**src/rtl/vec_to_pixel.sv**
```systemverilog
// Float RGB vector to RGB888 pixel converter with raster framing.
// Stage 1 decodes each float, stage 2 shifts/saturates and holds the output beat.
module vec_to_pixel #(
    parameter int SIZE  = 32,
    parameter int EXP_W = 8,
    parameter int MAN_W = 23,
    parameter int H_RES = 320,
    parameter int V_RES = 240
) (
    input  logic                 aclk,
    input  logic                 aresetn,
    input  logic [2:0][SIZE-1:0] s_axis_a_tdata,
    input  logic                 s_axis_a_tvalid,
    output logic                 s_axis_a_tready,
    output logic [23:0]          m_axis_pixel_tdata,
    output logic                 m_axis_pixel_tvalid,
    input  logic                 m_axis_pixel_tready,
    output logic                 m_axis_pixel_tuser,
    output logic                 m_axis_pixel_tlast
);

    localparam int HW = (H_RES > 1) ? $clog2(H_RES) : 1;
    localparam int VW = (V_RES > 1) ? $clog2(V_RES) : 1;
    localparam logic [EXP_W:0]   BIAS     = (EXP_W+1)'((1 << (EXP_W-1)) - 1);
    localparam logic [EXP_W:0]   SAT_E    = BIAS + (EXP_W+1)'(8);
    localparam logic [EXP_W-1:0] EXP_ONES = '1;
    localparam logic [HW-1:0]    H_LAST   = HW'(H_RES - 1);
    localparam logic [VW-1:0]    V_LAST   = VW'(V_RES - 1);

    // Handshake: a beat moves on the rising edge where both valid and ready are high.
    // A stage loads when it is empty or the stage after it is unloading.
    logic v1, v2, ready2;

    assign ready2              = !v2 || m_axis_pixel_tready;
    assign s_axis_a_tready     = !v1 || ready2;
    assign m_axis_pixel_tvalid = v2;

    logic [2:0]      c_zero, c_sat, s1_zero, s1_sat;
    logic [2:0][2:0] c_shift, s1_shift;
    logic [2:0][7:0] c_sig, s1_sig;
    logic            sgn;
    logic [EXP_W-1:0] ex;
    logic [MAN_W-1:0] man;
    logic [EXP_W:0]   ex_x;

    // Only the top 8 significand bits can reach the result since e <= 7.
    always_comb begin
        c_zero  = '0;
        c_sat   = '0;
        c_shift = '0;
        c_sig   = '0;
        sgn     = 1'b0;
        ex      = '0;
        man     = '0;
        ex_x    = '0;
        for (int i = 0; i < 3; i++) begin
            sgn  = s_axis_a_tdata[i][SIZE-1];
            ex   = s_axis_a_tdata[i][SIZE-2 -: EXP_W];
            man  = s_axis_a_tdata[i][MAN_W-1:0];
            ex_x = {1'b0, ex};
            c_zero[i]  = sgn || ((ex == EXP_ONES) && (man != '0)) || (ex_x < BIAS);
            c_sat[i]   = !c_zero[i] && ((ex == EXP_ONES) || (ex_x >= SAT_E));
            c_shift[i] = ex[2:0] - BIAS[2:0];
            c_sig[i]   = {1'b1, man[MAN_W-1 -: 7]};
        end
    end

    always_ff @(posedge aclk or negedge aresetn) begin
        if (!aresetn) begin
            v1       <= 1'b0;
            s1_zero  <= '0;
            s1_sat   <= '0;
            s1_shift <= '0;
            s1_sig   <= '0;
        end else if (s_axis_a_tready) begin
            v1 <= s_axis_a_tvalid;
            if (s_axis_a_tvalid) begin
                s1_zero  <= c_zero;
                s1_sat   <= c_sat;
                s1_shift <= c_shift;
                s1_sig   <= c_sig;
            end
        end
    end

    logic [23:0] pix_next;

    always_comb begin
        pix_next = '0;
        for (int i = 0; i < 3; i++) begin
            if (s1_zero[i])
                pix_next[23-8*i -: 8] = 8'h00;
            else if (s1_sat[i])
                pix_next[23-8*i -: 8] = 8'hFF;
            else
                pix_next[23-8*i -: 8] = s1_sig[i] >> (3'd7 - s1_shift[i]);
        end
    end

    always_ff @(posedge aclk or negedge aresetn) begin
        if (!aresetn) begin
            v2                 <= 1'b0;
            m_axis_pixel_tdata <= '0;
        end else if (ready2) begin
            v2 <= v1;
            if (v1)
                m_axis_pixel_tdata <= pix_next;
        end
    end

    // Raster position follows emitted beats only, never accepted ones.
    logic [HW-1:0] hcount;
    logic [VW-1:0] vcount;

    always_ff @(posedge aclk or negedge aresetn) begin
        if (!aresetn) begin
            hcount <= '0;
            vcount <= '0;
        end else if (v2 && m_axis_pixel_tready) begin
            if (hcount == H_LAST) begin
                hcount <= '0;
                vcount <= (vcount == V_LAST) ? '0 : vcount + 1'b1;
            end else begin
                hcount <= hcount + 1'b1;
            end
        end
    end

    assign m_axis_pixel_tuser = (hcount == '0) && (vcount == '0);
    assign m_axis_pixel_tlast = (hcount == H_LAST);

endmodule

```
**config.mk**
```make
export PLATFORM = sky130hd
export DESIGN_NAME = vec_to_pixel
export DESIGN_NICKNAME = d
export VERILOG_FILES = /design/src/rtl/vec_to_pixel.sv
export SDC_FILE = /design/constraint.sdc
export NUM_CORES = 1
export LEC_CHECK = 0
export ABC_AREA = 1
export BUFFER_PORTS_ARGS = -buffer_cell sky130_fd_sc_hd__buf_2
export CAP_MARGIN = 30
export CORE_MARGIN = 1.5
export CORE_UTILIZATION = 53
export DETAILED_ROUTE_END_ITERATION = 8
export PLACE_DENSITY = 0.79
export SYNTH_ARGS = -nofsm -noshare
export SYNTH_HDL_FRONTEND = slang
export SYNTH_SLANG_ARGS = --single-unit
```
**constraint.sdc**
```tcl
create_clock -name aclk -period 1.64 [get_ports aclk]
set_input_delay 0.082 -clock aclk [delete_from_list [all_inputs] [get_ports aclk]]
set_output_delay 0.082 -clock aclk [all_outputs]
set_load 0.02 [all_outputs]
```
==> impl_results.md <==
- Status: complete, no violations
- Slew Limit Fails: 0
- Worst Hold Launch: s_axis_a_tdata[22]
- YS warnings: 0
- CTS tree: built
- DP Worst Slack: 248 ps
- Global routing usage on met3: ~4.3%
- Post-synth EDFFs: 0
- Final wirelength: roughly 12,000 um
- Worst path depth: 4
- DR WL/cell: between 10 and 15 um
- Switching pwr: about 2.3 mW
- I/O pin count: roughly 130
- Drt via density: between 5 and 6
- Mapped Cells: 651
- Filler cells: ~700
- Largest net degree at the start of global routing: 34
- P_leak: 3.19 nW
- Int Pwr: approximately 4 mW
- Worst-case clock buffer depth: 2
- Skew-Pair Late Insertion Delay: 340 ps
- Area growth syn-to-layout: 29.2%
- Avg Cell Area, Syn: roughly 7.0 um^2
- Yosys cell types: 31
- Root Buffer: clkbuf_8
- Crit-path max FO: 4
- Async SR Flop Fraction: 100%
- Worst-path cell chain: nor2_4, nand3_1, nor4_2, buf_4
- Initial antenna violation count: 0
- Critical Path RT: approximately 1600 ps
- CTS Buf Count: 9
- H-tree level count: 3
- Comb power frac: 31.8%
- Worst R2R End: vcount[7]$_DFFE_PN0P_
- Peak VDD IR: 0.471 mV
- GP Congestion: 0.911
- Reg-to-reg setup timing slack: about 90 ps
- Grt ovf: 0
- Port bufs: about 130
- Global Route Usage Sum: a little over a quarter
- CP endpoint kind: output pin
- Worst-Margin Slew: between 400 and 500 ps
- Fin nets: around 920
- Clock Power Share: between 20% and 30%
- Sw frac: 36.3%
- Slowest cell on the critical path: dfrtp_2
- Starting DRT DRC Count: around 230
- Die H: around 96 um
- Flop pwr share: 42.7%
- Pre-antenna DRT Iters: 5
- DIE WIDTH: ~96 um
- Synthesized flop and latch total: 80
- Dpl hpwl: between 8000 and 9000 um
- Clock sinks: 80
- Skew final: ~7.9 ps
- Hold depth: 3
- First-pass GRT wire length: between 15,000 and 20,000 um
- Setup violators final: 0
- Reg2reg start: vcount[0]$_DFFE_PN0P_
- Starting density of the core: a little under three fifths
- Vias in the first global route: between 4,000 and 5,000
- Busiest grt layer: met2
- Max-Cap Viols: 0
- Final Power: about 6.4 mW
- Max frequency: between 0.6 and 0.7 GHz
- Sum Neg Setup Slack: 0 ps
- Slew HR: 72.1%
- Final Util: 71.3%
- Family with the most delay on the worst path: simple AND/OR/NAND/NOR gates
- Met1 usage: 34.9%
- Pwr Density: ~1100 mW/mm^2
- Routed Antenna Nets: 0
- Share of layout cells above drive strength 1: a little under a quarter
- Setup ws final: 46.7 ps
- Placeable Area: around 0.0083 mm^2
- Via Count: ~4,700
- RSZ-0062 raised after global routing: yes
- HP Class: input port to flip-flop
- Met2 GRT Util: approximately 45%
- Reg clk slew, reported paths: 80 ps
- Mapped Area: 0.00458 mm^2
- CP Buf/Inv Count: 1
- Worst hold slack: about 19 ps
- Antenna diodes: 0
- Final worst path period share: between 90 and 100%
- Synth Flop Type: dfrtp_1
- Post-layout min period: ~1600 ps
- Critical Path AT: 1510 ps
- Largest stage delay on the critical path: 450 ps
- Crit path kind: flip-flop to output pin
- Die area: roughly 0.0092 mm^2
- Startpoint types: flip-flop
- Worst Hold Path EP: s1_sig[6]$_DFFE_PN0P_
- Sequential share of the synthesized area: between 40 and 50%
- Final Hold Viols: 0
- DRC: 0
- Row count: 33
- Net Count, Synth: about 760
- Worst Reg-to-Reg Cells: 8
cell type report:
| cell class | count | area [um^2] | area share, % |
|---|---|---|---|
| Inverter | 44 | 165 | 2.79 |
| Timing Repair Buffer | 165 | 1010 | 17.1 |
| Tap cell | 105 | 131 | 2.22 |
| Clock buffer | 11 | 151 | 2.56 |
| Clock inverter | 5 | 78.8 | 1.33 |
| Sequential cell | 80 | 2000 | 33.8 |
| Multi-Input combinational cell | 508 | 2370 | 40.1 |
metal layers:
layer  wire, um  part of all wire [%]
met5          0                     0
met4        131                   1.1
met3        563                   4.8
met2       5640                    48
met1       5340                    46
kinds of logic after synthesis:
group                    after synthesis  synth area share, %
AND/OR/NAND/NOR                      448                 41.8
flip-flops                            80                 43.7
buffers and inverters                 63                 5.66
AO/OA/AOI/OAI                         47                 5.77
adder cells (fa/ha/maj)                7                 1.91
XOR/XNOR                               6                 1.15
placed cells by master (no fill, tap or decap), types with 2 or more instances in the layout:
cell type / count
buf_2: 124
buf_4: 15
nand3_1: 96
or2_2: 3
o21ai_1: 9
ha_4: 2
a21oi_1: 8
nor2_1: 67
o21ai_0: 20
nand3_2: 3
dfrtp_1: 79
nand4_1: 5
a22o_1: 2
inv_1: 37
nor3_1: 4
bufinv_16: 2
ha_1: 4
nand2_1: 256
nand2_2: 2
dlygate4sd3_1: 24
buf_12: 2
o211ai_1: 5
clkinv_2: 2
xor2_1: 5
inv_2: 7
clkbuf_8: 11
nor2_4: 4
o31ai_1: 2
cells in the mapped netlist (all sizes together), types with 3 or more instances:
cell / number / share of area (%)
a21oi: 8 / 0.87
buf: 16 / 1.8
clkbuf: 3 / 0.25
dfrtp: 80 / 44
ha: 7 / 1.9
inv: 44 / 3.6
nand2: 259 / 22
nand3: 100 / 11
nand4: 5 / 0.68
nor2: 73 / 6.9
nor3: 5 / 0.55
o211ai: 5 / 0.82
o21ai: 30 / 3.4
or2: 3 / 0.41
xor2: 5 / 0.96
power by group through the flow:
stage	clock, mW	combinational, mW	sequential [mW]
final	1.64	2.04	2.75
after global routing	1.76	2.29	2.80
after CTS	1.66	1.99	2.73
after detailed placement	0	1.87	2.75
after global placement	0	1.82	2.73
after floorplan	0	1.16	2.81
through the flow:
stage,std cells,cell area (um^2)
floorplan,651,4580
detailed placement,872,5340
global placement,872,5340
finish,918,5920
global route,918,5920
CTS,914,5840
worst reg2reg max path: stages, from the launching register on:
cell and delay, ps:
dfrtp_1 370, inv_2 60, buf_4 130, buf_4 130, nor2_1 340, nand3_1 140, nand2_1 100, nand3_1 80
o21ai_1 130
worst max-delay path by stage:
stage,end,slack [ps],start
6_report,m_axis_pixel_tuser,50,hcount[7]$_DFFE_PN0P_
5_1_grt,m_axis_pixel_tuser,-50,hcount[7]$_DFFE_PN0P_
4_1_cts,m_axis_pixel_tuser,-20,hcount[0]$_DFFE_PN0P_
3_5_place_dp,vcount[2]$_DFFE_PN0P_,250,hcount[1]$_DFFE_PN0P_
3_3_place_gp,vcount[2]$_DFFE_PN0P_,300,hcount[1]$_DFFE_PN0P_
2_1_floorplan,m_axis_pixel_tuser,170,vcount[0]$_DFFE_PN0P_
flip-flops by register name (all words and copies together), names as in the netlist:
register             cells
s1_sat                   3
s1_zero                  3
hcount                   9
m_axis_pixel_tvalid      1
s1_shift                 9
m_axis_pixel_tdata      24
v1                       1
s1_sig                  22
vcount                   8
what timing repair did:
action / 4_1_cts / 5_1_grt
buffers inserted: 2 / 4
endpoints found under the hold margin: 79 / 0
resized for setup: 5 / 12
hold buffers: 24 / 0
pin swaps: 3 / 3
setup endpoints to repair: 1 / 2
Note: power is estimated with default switching activity, not from simulation.
